**src/rtl/bus_demux_1_3.sv**
```systemverilog
// Steers one bus word to one of three single-entry holding channels with
// valid/ack flow control; select code 2'b11 drops the word and counts it.
module bus_demux_1_3 #(
  parameter int WIDTH = 8,
  parameter int CNT_W = 8
) (
  input  logic             clk,
  input  logic             rst,
  input  logic [WIDTH-1:0] in_data,
  input  logic [1:0]       in_sel,
  input  logic             in_valid,
  output logic             in_ready,
  output logic [WIDTH-1:0] out0_data,
  output logic             out0_valid,
  input  logic             out0_ack,
  output logic [WIDTH-1:0] out1_data,
  output logic             out1_valid,
  input  logic             out1_ack,
  output logic [WIDTH-1:0] out2_data,
  output logic             out2_valid,
  input  logic             out2_ack,
  output logic [CNT_W-1:0] drop_cnt
);

  typedef enum logic {EMPTY = 1'b0, FULL = 1'b1} chState_t;

  chState_t         r_state [3];
  logic [WIDTH-1:0] r_data  [3];
  logic [CNT_W-1:0] r_dropCnt;

  logic [2:0] w_ack;
  logic       w_ready;
  logic       w_accept;

  assign w_ack = {out2_ack, out1_ack, out0_ack};

  // A channel is writable when empty or when its consumer drains it this cycle.
  always_comb begin
    w_ready = 1'b1;
    case (in_sel)
      2'b00:   w_ready = (r_state[0] == EMPTY) | w_ack[0];
      2'b01:   w_ready = (r_state[1] == EMPTY) | w_ack[1];
      2'b10:   w_ready = (r_state[2] == EMPTY) | w_ack[2];
      default: w_ready = 1'b1;
    endcase
  end

  assign w_accept = in_valid & w_ready;

  always_ff @(posedge clk or negedge rst) begin
    if (!rst) begin
      for (int c = 0; c < 3; c++) begin
        r_state[c] <= EMPTY;
        r_data[c]  <= '0;
      end
      r_dropCnt <= '0;
    end else begin
      for (int c = 0; c < 3; c++) begin
        if (w_accept && (in_sel == 2'(c))) begin
          r_state[c] <= FULL;
          r_data[c]  <= in_data;
        end else if (w_ack[c] && (r_state[c] == FULL)) begin
          r_state[c] <= EMPTY;
        end
      end
      if (w_accept && (in_sel == 2'b11) && (r_dropCnt != {CNT_W{1'b1}})) begin
        r_dropCnt <= r_dropCnt + 1'b1;
      end
    end
  end

  assign in_ready   = w_ready;
  assign out0_data  = r_data[0];
  assign out1_data  = r_data[1];
  assign out2_data  = r_data[2];
  assign out0_valid = (r_state[0] == FULL);
  assign out1_valid = (r_state[1] == FULL);
  assign out2_valid = (r_state[2] == FULL);
  assign drop_cnt   = r_dropCnt;

endmodule

```
**config.mk**
```make
export PLATFORM = sky130hd
export DESIGN_NAME = bus_demux_1_3
export DESIGN_NICKNAME = d
export VERILOG_FILES = /design/src/rtl/bus_demux_1_3.sv
export SDC_FILE = /design/constraint.sdc
export NUM_CORES = 1
export LEC_CHECK = 0
export CAP_MARGIN = 40
export CORE_UTILIZATION = 45
export DETAILED_ROUTE_END_ITERATION = 6
export PLACE_DENSITY = 0.8
export SLEW_MARGIN = 0
export SYNTH_ARGS = -nofsm -noshare
export SYNTH_HDL_FRONTEND = slang
export SYNTH_SLANG_ARGS = --single-unit
```
**constraint.sdc**
```tcl
create_clock -name clk -period 4.1 [get_ports clk]
set_input_delay 0.82 -clock clk [delete_from_list [all_inputs] [get_ports clk]]
set_output_delay 0.82 -clock clk [all_outputs]
set_load 0.05 [all_outputs]
```
After elaboration in Yosys (flattened, before gate mapping)
Cells that the tools add are included.
{"block": "word_totals", "reg_bits": 35, "inputBits": 16, "out_inout_bits": 36, "word_cells": 38}
{"block": "classes", "n_addsub": 1, "n_eq_ne": 4, "mux": 7, "n_bitwise": 7, "n_reduce_logical": 12}
{"op": "$add 8x1->8 const B", "n": 1}
{"op": "$logic_and 1x1->1", "n": 8}
{"op": "$ne 8x8->1 const B", "n": 1}
{"op": "$mux 1", "n": 6}
{"op": "$reduce_bool 2->1", "n": 3}
{"op": "$eq 2x2->1 const B", "n": 2}
{"op": "$not 1->1", "n": 3}
{"op": "$or 1x1->1", "n": 3}
{"op": "$pmux 1 s3", "n": 1}
{"op": "$eq 2x1->1 const B", "n": 1}
{"op": "$logic_not 2->1", "n": 1}
{"op": "$and 1x1->1", "n": 1}

Logic depth before layout (Yosys ltp)
{"block": "depth", "word_depth": 6, "ltp_mapped": 4, "mapped_depth_nobuf": 4}

Worst setup path after synthesis
Ideal clock, no wire load.
{"block": "synth_timing", "path_kind": "input-to-output", "startpoint": "input port out1_ack", "endpoint": "output port in_ready", "t_arrival_ns": 2.099, "t_required_ns": 3.280, "path_slack_ns": 1.181, "cell_stages": 4, "n_path_buf": 0, "path_cell_list": "nor2b_1 -> nand2_1 -> o21ai_0 -> o21ai_0"}
{"block": "synth_via", "elab_chain_cells": 2}
{"element": "from (decl)", "line": "18", "rtl": "input logic out1_ack,"}
{"element": "$or 1x1->1", "line": "42", "rtl": "2'b01: w_ready = (r_state[1] == EMPTY) | w_ack[1];"}
{"element": "$pmux 1 s3", "line": "40", "rtl": "case (in_sel)"}
{"element": "to (decl)", "line": "12", "rtl": "output logic in_ready,"}
No other way between the ends.

Worst setup path after layout
Same ends and word-level chain as after synthesis.

==> flow_summary.html <==
<table>
<tr><th>Metric</th><th>Value</th></tr>
<tr><th colspan="2">Cells and area</th></tr>
<tr><td>Design area</td><td>slightly above 2000 µm²</td></tr>
<tr><td>Fill cell count</td><td>around 250</td></tr>
<tr><td>Fin nets</td><td>around 180</td></tr>
<tr><td>Most common cell after layout, fill and taps aside</td><td>sky130_fd_sc_hd__clkdlybuf4s50_1</td></tr>
<tr><td>Area of the multi-input gates</td><td>around 560 µm²</td></tr>
<tr><td>Diodes inserted</td><td>0</td></tr>
<tr><td>Top library cells by usage in the layout, fill and taps aside</td><td>51 x sky130_fd_sc_hd__clkdlybuf4s50_1, 35 x sky130_fd_sc_hd__dfrtp_1, 26 x sky130_fd_sc_hd__mux2_2</td></tr>
<tr><td>Final core utilization</td><td>roughly two thirds</td></tr>
<tr><td>Sequential cell area in the final layout</td><td>876 µm²</td></tr>
<tr><td>Layout overhead on the synthesized area</td><td>44.2%</td></tr>
<tr><td>Fraction of final layout cells with drive strength greater than 1</td><td>about a quarter</td></tr>
<tr><th colspan="2">Critical path</th></tr>
<tr><td>Critical Path Fanout Max</td><td>3</td></tr>
<tr><td>Reg2Reg Setup Slack</td><td>2550 ps</td></tr>
<tr><td>Worst setup EP type</td><td>primary output</td></tr>
<tr><td>Crit path required time</td><td>3280 ps</td></tr>
<tr><td>Crit Reg-Reg Startpoint</td><td>drop_cnt[3]</td></tr>
<tr><td>Worst Path Arrival</td><td>around 2500 ps</td></tr>
<tr><td>Kind of start point of the critical path</td><td>input pin</td></tr>
<tr><td>Capture instance of the worst register-to-register path</td><td>drop_cnt[1]</td></tr>
<tr><td>Type of the worst setup path</td><td>in2out</td></tr>
<tr><td>Number of cells on the worst reg-to-reg path</td><td>4</td></tr>
<tr><th colspan="2">Synthesis</th></tr>
<tr><td>Share of cell area taken by muxes after synthesis</td><td>20.3%</td></tr>
<tr><td>Register bit total from synthesis</td><td>35</td></tr>
<tr><td>Simple-gate share of the synthesized area</td><td>a little over a tenth</td></tr>
<tr><td>Synthesized netlist net count</td><td>120</td></tr>
<tr><td>Dominant cells by area after synthesis</td><td>sky130_fd_sc_hd__dfrtp_1 61%, sky130_fd_sc_hd__mux2_2 20%, sky130_fd_sc_hd__nand2_1 2.3%, sky130_fd_sc_hd__and3_1 1.7%, sky130_fd_sc_hd__nor2b_1 1.3%</td></tr>
<tr><td>Xor/xnor cell area share of the yosys netlist</td><td>~2.4%</td></tr>
<tr><td>Compound-gate portion of the synthesized area</td><td>~4.3%</td></tr>
<tr><td>Adder and majority gate portion of the synthesized area</td><td>0.868%</td></tr>
<tr><td>Gate Count Post-Synth</td><td>between 100 and 150</td></tr>
<tr><td>Synth Cell Area</td><td>roughly 1400 µm²</td></tr>
<tr><td>Largest area contributor in the netlist</td><td>sky130_fd_sc_hd__dfrtp_1</td></tr>
<tr><td>Register area share after synthesis</td><td>60.8%</td></tr>
<tr><td>Combinational family with the most area after synthesis</td><td>multiplexers</td></tr>
<tr><td>Portion of synthesized cell area occupied by the leading cell type</td><td>about three fifths</td></tr>
<tr><td>Count of unique library cells instantiated by Yosys</td><td>22</td></tr>
<tr><td>Mean instance size in the synthesized netlist</td><td>roughly 14 µm²</td></tr>
<tr><td>Yosys warnings</td><td>0</td></tr>
<tr><th colspan="2">Place</th></tr>
<tr><td>Placed instance area</td><td>about 2000 µm²</td></tr>
<tr><td>Port Buf Inserts</td><td>between 50 and 60</td></tr>
<tr><td>Worst slack at placement</td><td>around 760 ps</td></tr>
<tr><td>RD Place Congestion</td><td>0.808</td></tr>
<tr><td>HPWL reported at the end of detailed placement</td><td>roughly 2300 µm</td></tr>
<tr><th colspan="2">Floorplan</th></tr>
<tr><td>Effective utilization at floorplan</td><td>47.2%</td></tr>
<tr><td>Area of the core</td><td>just over 3000 µm²</td></tr>
<tr><td>Floorplan die height</td><td>a little under 60 µm</td></tr>
<tr><td>Overall die area</td><td>around 3400 µm²</td></tr>
<tr><td>Top-level port count</td><td>52</td></tr>
<tr><td>Core Rows</td><td>20</td></tr>
<tr><td>Die X</td><td>between 50 and 60 µm</td></tr>
<tr><th colspan="2">Outcome</th></tr>
<tr><td>Status</td><td>finished, final reports clean</td></tr>
<tr><th colspan="2">Clock network</th></tr>
<tr><td>CTS Root Buffer Type</td><td>sky130_fd_sc_hd__clkbuf_4</td></tr>
<tr><td>Clock latency of the later-clocked register in the worst-skew pair</td><td>about 320 ps</td></tr>
<tr><td>Clock transition at path regs</td><td>between 100 and 150 ps</td></tr>
<tr><td>H-tree level count</td><td>2</td></tr>
<tr><td>Number of buffers added by the clock tree synthesis step</td><td>5</td></tr>
<tr><td>Number of clock sinks</td><td>35</td></tr>
<tr><td>Clock Tree Buf Depth</td><td>2</td></tr>
<tr><td>Post-CTS setup-driven buffer insertion count</td><td>0</td></tr>
<tr><td>Post-CTS Hold Fix Bufs</td><td>0</td></tr>
<tr><td>Number of gates given a new drive strength after cts</td><td>0</td></tr>
<tr><td>TritonCTS clock tree</td><td>built</td></tr>
<tr><th colspan="2">Pwr</th></tr>
<tr><td>Total power per unit cell area</td><td>603 nW/µm²</td></tr>
<tr><td>Total Power</td><td>between 1000 and 1500 µW</td></tr>
<tr><td>Worst supply voltage drop on vdd</td><td>between 0.3 and 0.4 mV</td></tr>
<tr><td>Leakage power</td><td>about 0.0009 µW</td></tr>
<tr><th colspan="2">Drt</th></tr>
<tr><td>Initial drt markers</td><td>31</td></tr>
<tr><td>Detailed-route wire length</td><td>between 3000 and 4000 µm</td></tr>
<tr><td>Via count</td><td>1,028</td></tr>
<tr><td>Wl on met1</td><td>1260 µm</td></tr>
<tr><td>Met2 Routed Length</td><td>approximately 1600 µm</td></tr>
<tr><td>ANT nets after route</td><td>0</td></tr>
<tr><td>Met3 wirelength from detailed routing</td><td>between 150 and 200 µm</td></tr>
<tr><td>DRC viols</td><td>0</td></tr>
<tr><td>Wire per inst</td><td>approximately 15 µm</td></tr>
<tr><td>Count of TritonRoute iterations in the first routing pass</td><td>4</td></tr>
<tr><td>Top Layer Used</td><td>met4</td></tr>
<tr><td>Via count normalized by instance count</td><td>4.99</td></tr>
<tr><th colspan="2">Global routing</th></tr>
<tr><td>Via count of the first global-routing pass</td><td>1,120</td></tr>
<tr><td>Largest net degree at the start of global routing</td><td>36</td></tr>
<tr><td>Antenna violations before repair</td><td>0</td></tr>
<tr><td>GRT Resource Usage Total</td><td>between 20% and 30%</td></tr>
<tr><td>GRT overflow</td><td>0</td></tr>
<tr><td>Wire length of the first global-routing pass</td><td>between 5000 and 6000 µm</td></tr>
<tr><th colspan="2">Timing</th></tr>
<tr><td>Min Tclk post-route</td><td>~3400 ps</td></tr>
<tr><td>Final-layout setup total negative slack</td><td>0 ps</td></tr>
<tr><td>Setup slack after layout</td><td>736 ps</td></tr>
<tr><td>Count of final setup violators</td><td>0</td></tr>
<tr><td>Number of max-slew violations in the final report</td><td>0</td></tr>
<tr><td>Worst-margin pin slew</td><td>slightly above 500 ps</td></tr>
<tr><td>Worst relative slew slack</td><td>between 60% and 70%</td></tr>
<tr><td>FMAX</td><td>297 MHz</td></tr>
<tr><td>Clock Skew</td><td>8.62 ps</td></tr>
<tr><td>Final worst-path cycle share</td><td>between 80% and 90%</td></tr>
<tr><td>Unrepaired setup endpoints after global routing</td><td>no</td></tr>
<tr><td>Hold Violations, Final</td><td>0</td></tr>
<tr><th colspan="2">Hold path</th></tr>
<tr><td>Worst Hold Endpoint</td><td>drop_cnt[5]</td></tr>
<tr><td>Hold WC Path Type</td><td>reg2reg</td></tr>
<tr><td>Worst hold path startpoint</td><td>drop_cnt[5]</td></tr>
<tr><td>Count of cells along the worst hold path</td><td>1</td></tr>
<tr><th colspan="2">Flow run</th></tr>
<tr><td>Maxcap violations</td><td>0</td></tr>
</table>
## through the flow
stage | cells | hold WS [ps]
6_report | 206 | 505
5_1_grt | 206 | 534
4_1_cts | 206 | 514
3_5_place_dp | 198 | 496
3_3_place_gp | 198 | 482
2_1_floorplan | 103 | 524
## metal layers
| layer | vias to the layer above | global-route usage (%) |
|---|---|---|
| met5 | - | 0 |
| met4 | 0 | 6.12 |
| met3 | 3 | 6.59 |
| met2 | 32 | 35.8 |
| met1 | 508 | 23.5 |
| li1 | 485 | - |
## cell type report
| cell class | instances | share of cell area (%) |
|---|---|---|
| well taps | 44 | 2.65 |
| repair buffers | 52 | 24.9 |
| multi-input cells | 67 | 27.0 |
| clock buffers | 8 | 3.31 |
| flip-flops and latches | 35 | 42.1 |
## kinds of logic (layout without fill, tap and decap cells)
| group | Yosys count | in the layout |
|---|---|---|
| fa+ha+maj | 1 | 1 |
| flops | 35 | 35 |
| mux | 26 | 26 |
| buf+inv | 1 | 60 |
| compound gates | 10 | 10 |
| simple gates | 26 | 26 |
| xor+xnor | 4 | 4 |
## Yosys cell counts
library cell / instances
sky130_fd_sc_hd__dfrtp_1: 35
sky130_fd_sc_hd__mux2_2: 26
sky130_fd_sc_hd__nand2_1: 9
sky130_fd_sc_hd__and3_1: 4
sky130_fd_sc_hd__a21oi_1: 3
sky130_fd_sc_hd__nor2b_1: 3
sky130_fd_sc_hd__o21ai_0: 3
sky130_fd_sc_hd__a31oi_1: 2
sky130_fd_sc_hd__nand2b_1: 2
sky130_fd_sc_hd__nand3_1: 2
sky130_fd_sc_hd__xnor2_1: 2
sky130_fd_sc_hd__xor2_1: 2
sky130_fd_sc_hd__a311oi_2: 1
sky130_fd_sc_hd__and3_4: 1
sky130_fd_sc_hd__buf_2: 1
sky130_fd_sc_hd__ha_1: 1
sky130_fd_sc_hd__nand3b_1: 1
sky130_fd_sc_hd__nand4_2: 1
sky130_fd_sc_hd__nor2_1: 1
sky130_fd_sc_hd__nor3_4: 1
sky130_fd_sc_hd__o21ai_1: 1
sky130_fd_sc_hd__or2_2: 1
## power by group
group / internal, µW / total, µW / switching (µW) / leakage (µW)
sequential: 420 / 482 / 61.7 / 0.000427
clock: 101 / 206 / 105 / 0.0000386
combinational: 203 / 564 / 362 / 0.000423
## worst max-delay path by stage
stage / from / to / slack, ps / cells past startpoint
floorplan: out1_ack / in_ready / 1180 / 4
global placement: out1_ack / in_ready / 840 / 6
detailed placement: out1_ack / in_ready / 760 / 6
CTS: out1_ack / in_ready / 750 / 6
global route: out1_ack / in_ready / 700 / 6
finish: out1_ack / in_ready / 740 / 6
## state kept, by name, summed over array words and instances (netlist names)
register    cells
drop_cnt        8
out0_data       8
out0_valid      1
out1_data       8
out1_valid      1
out2_data       8
out2_valid      1
## worst max-delay path: stages
cell	delay, ps
sky130_fd_sc_hd__clkdlybuf4s50_1	480
sky130_fd_sc_hd__nor2b_1	90
sky130_fd_sc_hd__nand2_1	80
sky130_fd_sc_hd__o21ai_0	80
sky130_fd_sc_hd__o21ai_0	160
sky130_fd_sc_hd__clkdlybuf4s50_1	830
No activity file was read; power rests on OpenSTA's default activity.
